[src/rtl/rapid_pkg.sv]
// rtl/rapid_pkg.sv - shared rapid CPU constants and fetch stage types
package rapid_pkg;

    localparam int XLEN = 32;
    localparam logic [XLEN-1:0] RESET_VECTOR = 32'h0000_0200;
    localparam logic [31:0] NOP_INSTR = 32'h0000_0013;

    typedef enum logic [1:0] {
        IDLE,
        WAIT,
        DISCARD
    } fetch_state_e;

    typedef struct packed {
        logic [XLEN-1:0] pc;
        logic [31:0]     instruction;
    } fetch_entry_s;

    localparam int FETCH_ENTRY_W = $bits(fetch_entry_s);

endpackage

[src/rtl/fetch_fifo.sv]
// rtl/fetch_fifo.sv - synchronous prefetch queue of fetch entries, flush dominant
module fetch_fifo
    import rapid_pkg::*;
#(
    parameter int DEPTH = 4
) (
    input  logic                       i_clk,
    input  logic                       i_reset,
    input  logic                       i_push,
    input  logic [FETCH_ENTRY_W-1:0]   i_push_data,
    input  logic                       i_pop,
    input  logic                       i_flush,
    output logic [FETCH_ENTRY_W-1:0]   o_head,
    output logic                       o_full,
    output logic                       o_empty,
    output logic [$clog2(DEPTH):0]     o_count
);

    localparam int PW = $clog2(DEPTH);
    localparam logic [PW:0] DEPTH_C = (PW + 1)'(DEPTH);

    logic [PW-1:0] rd_ptr_q, rd_ptr_d;
    logic [PW-1:0] wr_ptr_q, wr_ptr_d;
    logic [PW:0]   count_q, count_d;
    logic [FETCH_ENTRY_W-1:0] mem_q [DEPTH];
    logic [FETCH_ENTRY_W-1:0] mem_d [DEPTH];
    logic do_push, do_pop;

    // A push into a full queue is only accepted when the head leaves in the same cycle.
    assign do_pop  = i_pop & (count_q != '0);
    assign do_push = i_push & ((count_q != DEPTH_C) | do_pop);

    always_comb begin
        rd_ptr_d = rd_ptr_q;
        wr_ptr_d = wr_ptr_q;
        count_d  = count_q;
        mem_d    = mem_q;
        if (i_flush) begin
            rd_ptr_d = '0;
            wr_ptr_d = '0;
            count_d  = '0;
        end else begin
            if (do_push) begin
                mem_d[wr_ptr_q] = i_push_data;
                wr_ptr_d        = wr_ptr_q + 1'b1;
            end
            if (do_pop) begin
                rd_ptr_d = rd_ptr_q + 1'b1;
            end
            case ({do_push, do_pop})
                2'b10:   count_d = count_q + 1'b1;
                2'b01:   count_d = count_q - 1'b1;
                default: count_d = count_q;
            endcase
        end
    end

    always_ff @(posedge i_clk) begin
        if (i_reset) begin
            rd_ptr_q <= '0;
            wr_ptr_q <= '0;
            count_q  <= '0;
        end else begin
            rd_ptr_q <= rd_ptr_d;
            wr_ptr_q <= wr_ptr_d;
            count_q  <= count_d;
        end
    end

    always_ff @(posedge i_clk) begin
        mem_q <= mem_d;
    end

    assign o_head  = mem_q[rd_ptr_q];
    assign o_full  = (count_q == DEPTH_C);
    assign o_empty = (count_q == '0);
    assign o_count = count_q;

endmodule

[src/rtl/fetch_stage.sv]
// rtl/fetch_stage.sv - instruction fetch: memory request FSM, prefetch queue, redirect handling
module fetch_stage
    import rapid_pkg::*;
#(
    parameter int              DEPTH   = 4,
    parameter logic [XLEN-1:0] BOOT_PC = RESET_VECTOR
) (
    input  logic            i_clk,
    input  logic            i_reset,
    input  logic            i_pipeline_ready,
    input  logic            i_pc_load,
    input  logic [XLEN-1:0] i_pc_ext,
    output logic            o_mem_req,
    output logic [XLEN-1:0] o_mem_addr,
    input  logic            i_mem_ack,
    input  logic [31:0]     i_mem_rdata,
    output logic [31:0]     o_instruction,
    output logic [XLEN-1:0] o_pc,
    output logic            o_valid,
    output logic            o_misaligned
);

    localparam int PW = $clog2(DEPTH);
    localparam logic [PW:0] DEPTH_C = (PW + 1)'(DEPTH);

    fetch_state_e    state_q, state_d;
    logic            req_q, req_d;
    logic [XLEN-1:0] addr_q, addr_d;
    logic [XLEN-1:0] fetch_pc_q, fetch_pc_d;
    logic            misaligned_q, misaligned_d;

    logic               push, pop, flush, ack;
    logic               fifo_full, fifo_empty;
    logic [PW:0]        fifo_count, count_after_push;
    logic [XLEN-1:0]    target, next_pc;
    fetch_entry_s       push_entry, head_entry;
    logic [FETCH_ENTRY_W-1:0] head_raw;

    assign ack              = i_mem_ack & req_q;
    assign pop              = i_pipeline_ready & ~fifo_empty;
    assign push             = (state_q == WAIT) & ack & ~i_pc_load;
    assign count_after_push = fifo_count + 1'b1 - {{PW{1'b0}}, pop};
    assign target           = {i_pc_ext[XLEN-1:2], 2'b00};
    assign next_pc          = fetch_pc_q + XLEN'(4);
    assign push_entry       = '{pc: fetch_pc_q, instruction: i_mem_rdata};
    assign head_entry       = fetch_entry_s'(head_raw);

    fetch_fifo #(
        .DEPTH (DEPTH)
    ) u_fifo (
        .i_clk       (i_clk),
        .i_reset     (i_reset),
        .i_push      (push),
        .i_push_data (push_entry),
        .i_pop       (pop),
        .i_flush     (flush),
        .o_head      (head_raw),
        .o_full      (fifo_full),
        .o_empty     (fifo_empty),
        .o_count     (fifo_count)
    );

    always_ff @(posedge i_clk) begin
        if (i_reset) begin
            state_q      <= IDLE;
            req_q        <= 1'b0;
            addr_q       <= BOOT_PC;
            fetch_pc_q   <= BOOT_PC;
            misaligned_q <= 1'b0;
        end else begin
            state_q      <= state_d;
            req_q        <= req_d;
            addr_q       <= addr_d;
            fetch_pc_q   <= fetch_pc_d;
            misaligned_q <= misaligned_d;
        end
    end

    always_comb begin
        state_d      = state_q;
        req_d        = req_q;
        addr_d       = addr_q;
        fetch_pc_d   = fetch_pc_q;
        misaligned_d = 1'b0;
        flush        = 1'b0;
        if (i_pc_load) begin
            flush        = 1'b1;
            fetch_pc_d   = target;
            misaligned_d = |i_pc_ext[1:0];
            // Without an ack the old request must still complete; its data is dropped in DISCARD.
            if (state_q == IDLE || ack) begin
                state_d = WAIT;
                req_d   = 1'b1;
                addr_d  = target;
            end else begin
                state_d = DISCARD;
            end
        end else begin
            case (state_q)
                IDLE: begin
                    if (!fifo_full || pop) begin
                        state_d = WAIT;
                        req_d   = 1'b1;
                        addr_d  = fetch_pc_q;
                    end
                end
                WAIT: begin
                    if (ack) begin
                        fetch_pc_d = next_pc;
                        if (count_after_push < DEPTH_C) begin
                            addr_d = next_pc;
                        end else begin
                            state_d = IDLE;
                            req_d   = 1'b0;
                        end
                    end
                end
                DISCARD: begin
                    if (ack) begin
                        state_d = WAIT;
                        addr_d  = fetch_pc_q;
                    end
                end
                default: begin
                    state_d = IDLE;
                    req_d   = 1'b0;
                end
            endcase
        end
    end

    always_comb begin
        o_mem_req     = req_q;
        o_mem_addr    = addr_q;
        o_misaligned  = misaligned_q;
        o_valid       = ~fifo_empty;
        o_instruction = fifo_empty ? NOP_INSTR : head_entry.instruction;
        o_pc          = fifo_empty ? fetch_pc_q : head_entry.pc;
    end

endmodule

[config.mk]
export PLATFORM = sky130hd
export DESIGN_NAME = fetch_stage
export DESIGN_NICKNAME = d
export VERILOG_FILES = /design/src/rtl/rapid_pkg.sv /design/src/rtl/fetch_fifo.sv /design/src/rtl/fetch_stage.sv
export SDC_FILE = /design/constraint.sdc
export NUM_CORES = 1
export LEC_CHECK = 0
export ABC_AREA = 1
export ABC_CLOCK_PERIOD_IN_PS = 13900
export CAP_MARGIN = 20
export CORE_UTILIZATION = 55
export DETAILED_ROUTE_END_ITERATION = 10
export GPL_TIMING_DRIVEN = 0
export PLACE_DENSITY = 0.87
export SLEW_MARGIN = 20
export SYNTH_ARGS = -nofsm -noshare
export SYNTH_HDL_FRONTEND = slang
export SYNTH_SLANG_ARGS = --single-unit
[constraint.sdc]
create_clock -name i_clk -period 13.9 [get_ports i_clk]
set_input_delay 4.17 -clock i_clk [delete_from_list [all_inputs] [get_ports i_clk]]
set_output_delay 4.17 -clock i_clk [all_outputs]
set_load 0.02 [all_outputs]
==> results of run 1 <==
==> Yosys cell counts (2+ instances only) <==
library cell,n
buf_4,7
o311ai_0,3
buf_6,3
inv_1,100
a31oi_1,14
buf_1,11
nand3_1,66
nor3b_1,2
inv_2,12
nor2_2,6
a21oi_1,81
edfxtp_1,248
o21ai_0,189
nand2_4,3
nand3b_1,2
ha_1,9
xor2_1,3
nand2_1,257
nor2_1,293
clkbuf_1,45
buf_2,18
dfxtp_1,71
o21ai_1,25
nand2_2,7
nor2_4,7
o21bai_1,3
o22ai_1,30
nand4_1,3
==> worst register-to-register path, stage by stage (launching register included) <==
cell	delay [ns]
dfxtp_1	0.40
nand2_4	0.13
nor2_1	0.37
nand3_1	0.56
nor2_4	0.82
buf_16	0.26
buf_12	0.21
==> state kept, by name, indices dropped and copies added (netlist names) <==
name,flops
fetch_pc_q,30
o_mem_addr,30
o_mem_req,1
o_misaligned,1
state_q,2
u_fifo.mem_q,248
u_fifo.o_count,3
u_fifo.rd_ptr_q,2
u_fifo.wr_ptr_q,2
==> stage by stage <==
step           area (sq um)  cells
5_1_grt               17600   2092
3_5_place_dp          16700   2035
2_1_floorplan         14400   1532
4_1_cts               17600   2092
3_3_place_gp          16400   2024
6_report              17600   2093
==> cells by family after synthesis <==
group,after synthesis,share of synthesized area (%)
and+or+nand+nor,650,18.7
AOI/OAI and AO/OA,350,12.8
DFF,319,61.8
buffers and inverters,196,5.63
adders and majority gates,9,0.785
xor gates and xnor gates,4,0.244
other,1,0.0261
==> layout make-up <==
type	count	area (sq um)	share of cell area, %
repair buffers	173	1880	10.7
diodes	1	2.50	0.0142
flip-flops and latches	319	8870	50.3
well taps	330	413	2.34
inverters	112	420	2.38
multi-input cells	1017	4710	26.7
plain buffers	84	387	2.19
clock buffers	41	813	4.61
clock inverters	16	135	0.766
==> worst paths after layout <==
check / start / to / slack (ns) / cells after the start
setup / recovery: u_fifo.o_count[0] / o_pc[29] / 6.33 / 8
hold / removal: o_mem_addr[3] / o_mem_addr[3] / 0.46 / 2
setup reg to reg: state_q[0] / u_fifo.mem_q[67] / 10.83 / 6
hold reg to reg: o_mem_addr[3] / o_mem_addr[3] / 0.46 / 2
==> power by group through the flow <==
stage	clock network (mW)	logic [mW]	registers, mW
floorplan	0	0.214	1.15
global placement	0	0.405	1.14
detailed placement	0	0.414	1.14
CTS	0.801	0.418	1.12
global route	0.838	0.453	1.13
finish	0.798	0.423	1.13
==> metal layers <==
metal,vias up,part of all wire [%],global-route usage [%]
met5,-,0,0
met4,0,3.0,10.4
met3,97,9.9,5.00
met2,721,48,51.0
met1,5658,39,38.9
li1,5613,-,-
==> impl_metrics.csv, run 1 <==
group,metric,value,unit
sta,finalWorstSetupSlack,6.33,ns
sta,hold_viol,0,
finish,final_core_util,69.4,%
worst_setup_path,critPathMaxStageDelay,0.66,ns
sta,finClkSkew,0.00830,ns
sta,grt_setup_unrepaired,"false",
floorplan,die_h,164,um
power_and_ir_drop,p_comb_share,18.0,%
status,status,"completed",
global_route,grt_pass1_wl,61.5,mm
drt,vias,12100,
global_route,grt_use_total,30.0,%
yosys,async_flop_share,0,%
finish,nets,1816,
drt,post_drt_wl_per_cell,19.3,um
clocking,cts_sinks,319,
yosys,synth-seq-cells,319,
sta,fin_tns_setup,0,ns
clocking,clk_latency,0.56,ns
clocking,htree_levels,1,
clocking,cts_tree,"yes",
clocking,cts_buffer_depth,3,
worst_setup_path,crit_path_end_kind,"output pin",
clocking,numCtsBuffers,31,
global_route,grt_antenna_before_repair,1,
sta,tightest_slew,0.798,ns
worst_hold_path,hp-class,"reg -> reg",
finish,final_common_cell,"nor2_1",
yosys,synth.distinct_cells,39,
floorplan,fp.dieArea,26700,sq um
clocking,cts.clk_slew.worst_paths,0.06,ns
power_and_ir_drop,power_frac_seq,48.0,%
clocking,cts-resized-gates,0,
yosys,yosys_warnings,0,
yosys,synth.cell_area,14300,sq um
power_and_ir_drop,total_power,2.35,mW
clocking,hold_buffers,0,
power_and_ir_drop,power_density,133,nW/um^2
power_and_ir_drop,power_switching,0.658,mW
drt,first_pass_iters,6,
drt,ant_nets,0,
worst_setup_path,path_cells,"inv_1 > ha_1 > nand2_1 > clkbuf_1 > buf_1 > nand2_1 > o21ai_0 > clkdlybuf4s50_1",
finish,layout_common_cells,"nor2_1 (289), nand2_1 (257), edfxtp_1 (248)",
drt,vias_per_cell,5.78,
sta,period_share,54.5,%
worst_setup_path,crit_path_start_kind,"register",
sta,fmax,132,MHz
worst_setup_path,worstPathArrival,3.40,ns
yosys,synth_ff_type,"edfxtp_1",
global_route,grt_max_degree,24,
placed_design,io_buffer_count,162,
yosys,ys_seq_area_share,61.8,%
sta,relSlewSlack,46.7,%
sta,finalSetupViolations,0,
power_and_ir_drop,ir_worst_vdd,103,uV
flow_run,drv_cap,0,
finish,syn_to_final_growth,22.9,%
floorplan,pin_count,168,
yosys,syn_area_per_cell,9.38,sq um
worst_setup_path,critPathSlowestCell,"clkdlybuf4s50_1",
sta,hold_slack,0.463,ns
placed_design,routabilityCongestion,0.975,
worst_setup_path,path_common_cell,"nand2_1",
drt,drt-initial-drc-count,1489,
worst_setup_path,path_buf_inv,4,
power_and_ir_drop,p_leak,6.36,nW
floorplan,fp-row-count,58,
power_and_ir_drop,p_int,1.69,mW
yosys,synth_top_area_cell,"edfxtp_1",
floorplan,initial_core_util,56.5,%
finish,drive_gt1_share,6.92,%
clocking,cts-root-buf,"clkbuf_16",
global_route,grt_pass1_vias,11600,
power_and_ir_drop,p_clk_share,34.0,%
yosys,yosysTopAreaCellShare,51.9,%
worst_setup_path,worstSetupPathType,"reg -> out",
yosys,synth.area.top_cells,"edfxtp_1 (52%), dfxtp_1 (9.9%), nor2_1 (7.7%)",
clocking,post-cts-setup-buffers,0,
global_route,grt_overflow,0,
placed_design,place_hpwl,28.3,mm
finish,layout.filler_cells,1842,
power_and_ir_drop,switching_share,28.0,%
yosys,synth-edff-count,248,
worst_setup_path,crit_required,9.73,ns
placed_design,dp_slack,6.89,ns
worst_setup_path,critPathTopFamily,"buffers and inverters",
floorplan,die_w,164,um
sta,slew_viol_final,0,
sta,period_needed,7.57,ns
floorplan,coreArea,25400,sq um
drt,drt_wl_total,40.4,mm
worst_setup_path,path_max_fanout,10,
yosys,syn_inst,1529,
drt,drc,0,
Power figures use the tool's default switching activity.
==> inputs of run 2 (changes only) <==
- ABC_CLOCK_PERIOD_IN_PS: 13900 -> 7850
- clock period: 13.9 -> 7.85 ns (I/O delays scaled with it)
==> results of run 2 <==
The final DEF is identical to that of run 1. Status: completed.
Main changes from that run: setup slack after placement 6.89 ns -> 2.66 ns; setup slack after layout 6.33 ns -> 2.09 ns; register-to-register setup slack 10.83 ns -> 4.78 ns; total power 2.35 mW -> 4.15 mW; worst IR drop on VDD 103 uV -> 182 uV
